File: src/rtl/wb_arbiter.sv
// Write-back arbiter with pending-write scoreboard for the register file write port.
// Optional WB_FWD_EN macro adds a byte-lane forwarding mux on two read ports.
module wb_arbiter #(
    parameter int NREQ  = 3,
    parameter int CNT_W = 2
) (
    input  logic                 clk,
    input  logic                 resetn,
    input  logic [NREQ-1:0]      req_valid,
    output logic [NREQ-1:0]      req_ready,
    input  logic [NREQ*5-1:0]    req_waddr,
    input  logic [NREQ*4-1:0]    req_we,
    input  logic [NREQ*32-1:0]   req_wdata,
    input  logic                 issue_valid,
    input  logic [4:0]           issue_waddr,
    output logic                 issue_ready,
    input  logic [4:0]           chk_addr1,
    input  logic [4:0]           chk_addr2,
    output logic                 chk_busy1,
    output logic                 chk_busy2,
    output logic [3:0]           rf_we,
    output logic [4:0]           rf_waddr,
    output logic [31:0]          rf_wdata
`ifdef WB_FWD_EN
    ,
    input  logic [4:0]           fwd_raddr1,
    input  logic [4:0]           fwd_raddr2,
    input  logic [31:0]          fwd_rdata1_i,
    input  logic [31:0]          fwd_rdata2_i,
    output logic [31:0]          fwd_rdata1_o,
    output logic [31:0]          fwd_rdata2_o
`endif
);

    localparam int PTR_W = (NREQ > 1) ? $clog2(NREQ) : 1;
    localparam logic [PTR_W-1:0] PTR_RST = PTR_W'(NREQ - 1);
    localparam logic [CNT_W-1:0] CNT_MAX = '1;

    logic [PTR_W-1:0] ptr_q, ptr_d;
    logic [PTR_W-1:0] gnt_idx;
    logic [PTR_W-1:0] cand;
    logic             gnt_found;

    logic [3:0]       rf_we_q, rf_we_d;
    logic [4:0]       rf_waddr_q, rf_waddr_d;
    logic [31:0]      rf_wdata_q, rf_wdata_d;
    logic             commit_q, commit_d;

    logic [4:0]       sel_waddr;
    logic [3:0]       sel_we;
    logic [31:0]      sel_wdata;

    logic [CNT_W-1:0] cnt_q [32];
    logic [CNT_W-1:0] cnt_d [32];
    logic             inc_en, dec_en;
    logic             inc_r, dec_r;

    // Round-robin search begins one past the last winner.
    always_comb begin
        gnt_found = 1'b0;
        gnt_idx   = '0;
        cand      = '0;
        req_ready = '0;
        for (int k = 1; k <= NREQ; k++) begin
            cand = PTR_W'((int'(ptr_q) + k) % NREQ);
            if (!gnt_found && req_valid[cand]) begin
                gnt_found = 1'b1;
                gnt_idx   = cand;
            end
        end
        if (gnt_found) begin
            req_ready[gnt_idx] = 1'b1;
        end
        ptr_d = gnt_found ? gnt_idx : ptr_q;
    end

    always_comb begin
        sel_waddr  = req_waddr[int'(gnt_idx)*5 +: 5];
        sel_we     = req_we[int'(gnt_idx)*4 +: 4];
        sel_wdata  = req_wdata[int'(gnt_idx)*32 +: 32];
        rf_we_d    = 4'b0;
        rf_waddr_d = rf_waddr_q;
        rf_wdata_d = rf_wdata_q;
        commit_d   = gnt_found;
        if (gnt_found) begin
            rf_waddr_d = sel_waddr;
            rf_wdata_d = sel_wdata;
            rf_we_d    = (sel_waddr == 5'd0) ? 4'b0 : sel_we;
        end
    end

    // Issue readiness ignores a same-cycle decrement on purpose.
    assign issue_ready = (cnt_q[issue_waddr] != CNT_MAX) || (issue_waddr == 5'd0);
    assign inc_en      = issue_valid && issue_ready && (issue_waddr != 5'd0);
    assign dec_en      = commit_q && (rf_waddr_q != 5'd0);

    always_comb begin
        inc_r = 1'b0;
        dec_r = 1'b0;
        for (int r = 0; r < 32; r++) begin
            cnt_d[r] = cnt_q[r];
            inc_r    = inc_en && (issue_waddr == 5'(r));
            dec_r    = dec_en && (rf_waddr_q == 5'(r)) && (cnt_q[r] != '0);
            if (inc_r && !dec_r) begin
                cnt_d[r] = cnt_q[r] + 1'b1;
            end else if (dec_r && !inc_r) begin
                cnt_d[r] = cnt_q[r] - 1'b1;
            end
        end
        cnt_d[0] = '0;
    end

    assign chk_busy1 = (cnt_q[chk_addr1] != '0);
    assign chk_busy2 = (cnt_q[chk_addr2] != '0);

    always_ff @(posedge clk or negedge resetn) begin
        if (!resetn) begin
            ptr_q      <= PTR_RST;
            rf_we_q    <= 4'b0;
            rf_waddr_q <= 5'd0;
            rf_wdata_q <= 32'd0;
            commit_q   <= 1'b0;
            for (int r = 0; r < 32; r++) begin
                cnt_q[r] <= '0;
            end
        end else begin
            ptr_q      <= ptr_d;
            rf_we_q    <= rf_we_d;
            rf_waddr_q <= rf_waddr_d;
            rf_wdata_q <= rf_wdata_d;
            commit_q   <= commit_d;
            for (int r = 0; r < 32; r++) begin
                cnt_q[r] <= cnt_d[r];
            end
        end
    end

    assign rf_we    = rf_we_q;
    assign rf_waddr = rf_waddr_q;
    assign rf_wdata = rf_wdata_q;

    // A commit to a register with no pending issue means decode lost track of it.
    dec_underflow_a: assert property (@(posedge clk) disable iff (!resetn)
        dec_en |-> (cnt_q[rf_waddr_q] != '0));

`ifdef WB_FWD_EN
    function automatic logic [31:0] fwd_merge(input logic [4:0] raddr, input logic [31:0] raw);
        logic [31:0] res;
        res = raw;
        for (int b = 0; b < 4; b++) begin
            if (rf_we_q[b] && (raddr == rf_waddr_q) && (rf_waddr_q != 5'd0)) begin
                res[b*8 +: 8] = rf_wdata_q[b*8 +: 8];
            end
        end
        return res;
    endfunction

    assign fwd_rdata1_o = fwd_merge(fwd_raddr1, fwd_rdata1_i);
    assign fwd_rdata2_o = fwd_merge(fwd_raddr2, fwd_rdata2_i);
`endif

endmodule
File: config.mk
export PLATFORM = sky130hd
export DESIGN_NAME = wb_arbiter
export DESIGN_NICKNAME = d
export VERILOG_FILES = /design/src/rtl/wb_arbiter.sv
export SDC_FILE = /design/constraint.sdc
export NUM_CORES = 1
export LEC_CHECK = 0
export ABC_AREA = 1
export CORE_UTILIZATION = 55
export CTS_CLUSTER_SIZE = 25
export DETAILED_ROUTE_END_ITERATION = 10
export GPL_TIMING_DRIVEN = 0
export PLACE_DENSITY = 0.95
export SETUP_SLACK_MARGIN = 0.2
export SYNTH_ARGS = -nofsm -noshare
export SYNTH_HDL_FRONTEND = slang
export SYNTH_SLANG_ARGS = --single-unit
File: constraint.sdc
create_clock -name clk -period 5.9 [get_ports clk]
set_clock_uncertainty 0.05 [all_clocks]
set_input_delay 0.885 -clock clk [delete_from_list [all_inputs] [get_ports clk]]
set_output_delay 0.885 -clock clk [all_outputs]
set_load 0.01 [all_outputs]
==> out/results.txt <==
Run status - completed
Worst setup path class - input pin to output port
Largest net degree at the start of global routing - 56
Async SR Flop Fraction - 100%
Vias post-DR - 8349
Vias per cell - 5.95
Layout cells sized above 1 - 7.33%
CP required - 4.97 ns
Setup Viol. Count Final - 0
MaxCap Viol Count - 0
Number of synthesized flops with an enable pin - 0
CTS clk-pin slew, worst paths - 0.06 ns
GRT overflow - 0
Final Critical Period - 4.48 ns
Syn_nets - 1204
Initial Utilization - 57.1%
CP delay by family, top - buffers and inverters
CTS Buffer Depth - 2
Drt drc - 0
Vias in the first global route - 8261
Relative slew margins - 48.3%
PD cells - 557 nW/um^2
Cell taking the most area after synthesis - dfrtp_1
Post_cts resized - 0
Critical Path End Type - output port
Final hold viol count - 0
Synthesized area - 7650 sq um
Most common cell after layout, fill and taps aside - clkdlybuf4s50_1
Clock sink total - 106
RSZ-0062 raised after global routing - false
Final Max Slew Viols - 0
# port buffers - 187
Mean Syn Cell Area - 7.47 sq um
Initial antenna violation count - 0
Fin util - 75.3%
Synthesis-to-finish area growth - 31.8%
Leak - 4.47 nW
Worst-Margin Slew - 0.775 ns
Cts bufs inserted - 9
Critical path, cell by cell - clkdlybuf4s50_1, inv_2, nand2_2, buf_4, o22ai_1, o21ai_0, nand4_1, o211ai_2, and2_1, clkdlybuf4s50_1
Critical Path AT - 3.54 ns
Synth Instances - 1025
Synth top area cells - dfrtp_1, nand2_1, inv_1
Max stage delay on crit path - 0.58 ns
# Post-CTS Setup Buffers - 0
DRT Pass-1 Iters - 8
Worst Hold Class - register to register
Die Wd - 120 um
Crit path buf inv count - 4
H-Tree Depth - 3
Stages on the worst setup path - 10
IO Pins - 191
Top-area cell type share of the netlist area - 34.3%
Die footprint - 14400 sq um
Detailed-placement wirelength estimate - 20.5 mm
Fmax - 223 MHz
Row count - 42
Design Area, Final - 10100 sq um
Clk root buf - clkbuf_16
Flip-flop and latch count after synthesis - 106
Chip Height - 120 um
Register area share after synthesis - 34.7%
Hold Path Stages - 1
First-pass GRT wire length - 42.2 mm
Starting DRT DRC Count - 885
Number of routed nets with antenna violations - 0
WL final - 26.8 mm
Most frequent cells in the layout - clkdlybuf4s50_1, nand2_1, inv_1
TritonCTS clock tree - built
Worst VDD drop - 0.000437 V
Period utilization - 75.9%
Clk_lat worst skew - 0.37 ns
Startpoint Class - input pin
Fill cell count - 983
Ys flop type - dfrtp_1
Synth unique cells - 42
Crit Path Max Fanout - 10
Crit path max-delay cell type - clkdlybuf4s50_1
Placer Congestion - 1.05
Diodes inserted - 0
Core footprint - 13400 sq um
Placed Instance Area - 9770 sq um
Critical path's most frequent cell - clkdlybuf4s50_1
FF-to-FF path depth - 12
NumNets Final - 1403
Post-CTS Hold Fix Bufs - 0
WL/cell - 19.1 um
GRT Resource Usage Total - 38.1%
Synth Warn # - 0
==> registers in the layout, indices dropped and copies added, names as in the netlist <==
register and cells:
ptr_q 2, commit_q 1, cnt_q 62, rf_waddr 5
rf_we 4, rf_wdata 32
==> cells by family after synthesis <==
family	after synthesis	synth area share [%]
buffers and inverters	171	9.76
DFF	106	34.7
adders and majority gates	35	5.72
AOI/OAI and AO/OA	222	17.4
and+or+nand+nor	429	25.3
xor gates and xnor gates	62	7.09
==> per-stage QoR <==
step | setup TNS [ns] | power (mW) | setup WS (ns) | hold WS (ns) | std cells
finish | 0 | 5.62 | 1.42 | 0.417 | 1404
global route | 0 | 5.96 | 1.33 | 0.438 | 1404
CTS | 0 | 5.55 | 1.51 | 0.426 | 1404
detailed placement | 0 | 4.81 | 1.50 | 0.413 | 1389
global placement | -21.06 | 4.67 | -0.209 | 0.409 | 1388
floorplan | 0 | 3.59 | 2.91 | 0.396 | 1025
==> path summary, 6_finish.rpt <==
kind	from	to	slack (ns)
max	issue_waddr[1]	issue_ready	1.42
min	cnt_q[8]	cnt_q[8]	0.42
max reg2reg	cnt_q[32]	cnt_q[3]	3.08
min reg2reg	cnt_q[8]	cnt_q[8]	0.42
max in group asynchronous	resetn	ptr_q[1]	4.51
min in group asynchronous	resetn	cnt_q[28]	0.52
==> synthesized netlist by cell type, types with 10 or more instances <==
cell type and count:
clkbuf_1 13, ha_1 35, xor2_1 30, buf_6 10
nand4_1 13, nand3_1 74, inv_1 121, or2_1 29
o21ai_0 86, xnor2_1 32, dfrtp_1 105, o211ai_2 12
nor2_1 108, a21oi_1 51, nand2_1 173, o22ai_1 31
o211ai_1 26, buf_2 11, inv_2 10
==> where the power goes <==
group / switching [mW] / internal (mW)
combinational: 2.17 / 1.39
sequential: 0.267 / 1.13
clock: 0.293 / 0.375
==> routing by layer <==
| layer | wire, um | track usage (%) | up-vias |
|---|---|---|---|
| li1 | - | - | 3791 |
| met1 | 9830 | 44.0 | 3852 |
| met5 | 0 | 0 | - |
| met4 | 1860 | 24.7 | 0 |
| met2 | 12400 | 62.2 | 565 |
| met3 | 2750 | 10.5 | 141 |
==> cell type report <==
type	count	area, sq um	area share (%)
Clock buffer	10	229	2.27
Timing Repair Buffer	188	1900	18.8
Sequential cell	106	2650	26.3
Buffer	38	244	2.42
Tap cell	176	220	2.18
Inverter	133	503	4.99
Multi-Input combinational cell	748	4250	42.2
Clock inverter	5	87.6	0.868
No activity file was read; power rests on OpenSTA's default activity.
==> edit (same settings) <==
`NREQ`: 3 -> 5.
--- a/src/rtl/wb_arbiter.sv
+++ b/src/rtl/wb_arbiter.sv
@@ -3,3 +3,3 @@
 module wb_arbiter #(
-    parameter int NREQ  = 3,
+    parameter int NREQ  = 5,
     parameter int CNT_W = 2
Interface: changed (5 resized); port bits go from 191 to 277. The function was not compared with the original's and may differ.
==> edit against the original RTL <==
Routed wire length is 45% higher. Sequential cell count grew 1. Count of clock-buffer cells in the layout up 1. Global-route usage up 4.5 points. Synthesized cell count rose by 36%. Setup slack got worse by 1.0 ns. Cell area increased by 32%. Area after synthesis rose by 27%. Critical endpoint is now req_ready[0]. Largest cell class unchanged. Highest routed layer unchanged.
Power is left out: the tool's default activity adds up to more than one toggle a clock period on the data nets, which glitch-free logic cannot reach.
==> edit: results (changes against the original RTL) <==
| Metric | Value |
|---|---|
| Routing usage on met2 | 70.4% (+8.2 points) |
| Met1 wire length | 13700 um (+39%) |
| Layout net count | 1981 (+41%) |
| Distinct cells, synth | 49 (+17%) |
| Slew @ Worst Pin | 1.03 ns (+0.250 ns) |
| Hold buffer count at cts | 0 (unchanged) |
| Hold Slack | 0.419 ns (+0.00125 ns) |
| Global Route Usage Sum | 42.6% (+4.5 points) |
| Reg2reg path depth | 31 (+19) |
| Hold Path End | cnt_q[32]$_DFFE_PN0P_ |
| WL met3 | 4290 um (+56%) |
| Slowest-stage cell, CP | dfstp_2 |
| Reg-to-reg slack, setup | 1.32 ns (-1.76 ns) |
| Routed wire length | 38900 um (+45%) |
| Met2 WL | 18100 um (+46%) |
| Placed Area | 12800 sq um (+31%) |
| Status | completed |
| Vias in the first global route | 11400 (+38%) |
| Worst r2r src | ptr_q[2]$_DFFE_PN1P_ |
| Clk_lat worst skew | 0.36 ns |
| WL/cell | 20.1 um (+5.4%) |
| Port bufs | 274 (+47%) |
| Initial DRC Count | 1193 (+35%) |
| Grt met1 use | 48.1% (+4.1 points) |
| Worst r2r dst | rf_wdata[5]$_DFFE_PN0P_ |
| Largest net degree at the start of global routing | 58 (+3.6%) |
| First-pass GRT wire length | 59100 um (+40%) |
| Dpl cells | 1899 (+37%) |
| Crit. Startpoint | ptr_q[2]$_DFFE_PN1P_ |
| Syn. warnings | 0 (unchanged) |
| Max reg flops | 62 (unchanged) |
| CP peak stage delay | 0.56 ns (-0.02 ns) |
| Dpl ws | -0.0939 ns (-1.59 ns) |
| Worst Hold Launch | cnt_q[32]$_DFFE_PN0P_ |
| Met3 usage | 12.3% (+1.8 points) |
| Initial antenna violation count | 6 (+6) |
| Worst EP arrival | 4.58 ns (+1.04 ns) |
| Critical path's top delay family | simple AND/OR/NAND/NOR gates |
| Mean area per synthesized cell | 6.96 sq um (-6.8%) |
| Clock transition at path regs | 0.07 ns |
| Setup Buffers After CTS | 8 (+8) |
| Final RePlAce weighted congestion | 1.03 (-1.9%) |
| Worst setup path end | req_ready[0] |
| DR pass1 iterations | 6 (-2) |
| Largest cells by area after synthesis | dfrtp_1 27%, nand2_1 8.2%, nor2_1 7.1% |
| Share of layout cells above drive strength 1 | 9.04% (+1.7 points) |
| Post-DR vias/cell | 6.03 (+1.4%) |
| Syn Nets | 1682 (+40%) |
| Worst Setup Slack, final | 0.382 ns (-1.04 ns) |
| Most frequent cells after synthesis | 214 x nand2_1, 185 x nor2_1, 178 x inv_1, 119 x o21ai_0, 106 x dfrtp_1 |
| HPWL after DPL | 30300 um (+48%) |
| Total of cells resized after clock tree synthesis | 19 (+19) |
| Seq/Total Area, Yosys | 27.5% (-7.2 points) |
edit: cell types whose count changed in the layout (fill, tap and decap cells not counted), sizes merged, moves of 15 or more:
cell           before  now
nand2             184  235
nor2              110  193
nand3              82  101
a21oi              51   81
ha                 35   55
or2                32   16
inv               134  183
o211ai             38   53
o22ai              31    4
a22oi               1   17
clkdlybuf4s50     186  268
o21ai              92  159
buf                26   48
edit: kinds of logic (layout without fill, tap and decap cells):
group	count (synthesis)	after routing	synth area share (%)
adders and majority gates	55	55	7.07
buffers and inverters	243	547	10.6
xor gates and xnor gates	66	66	5.94
DFF	107	107	27.5
other	0	6	0
AOI/OAI and AO/OA	346	346	21.8
and+or+nand+nor	582	582	27.2
edit: layout make-up:
cell class | instances | area [sq um]
Clock buffer | 11 | 233
Buffer | 57 | 360
Sequential cell | 107 | 2680
Clock inverter | 5 | 103
Multi-Input combinational cell | 1049 | 6100
Tap cell | 225 | 282
Fill cell | 1291 | 3960
Timing Repair Buffer | 288 | 2860
Antenna cell | 6 | 15.0
Inverter | 186 | 711
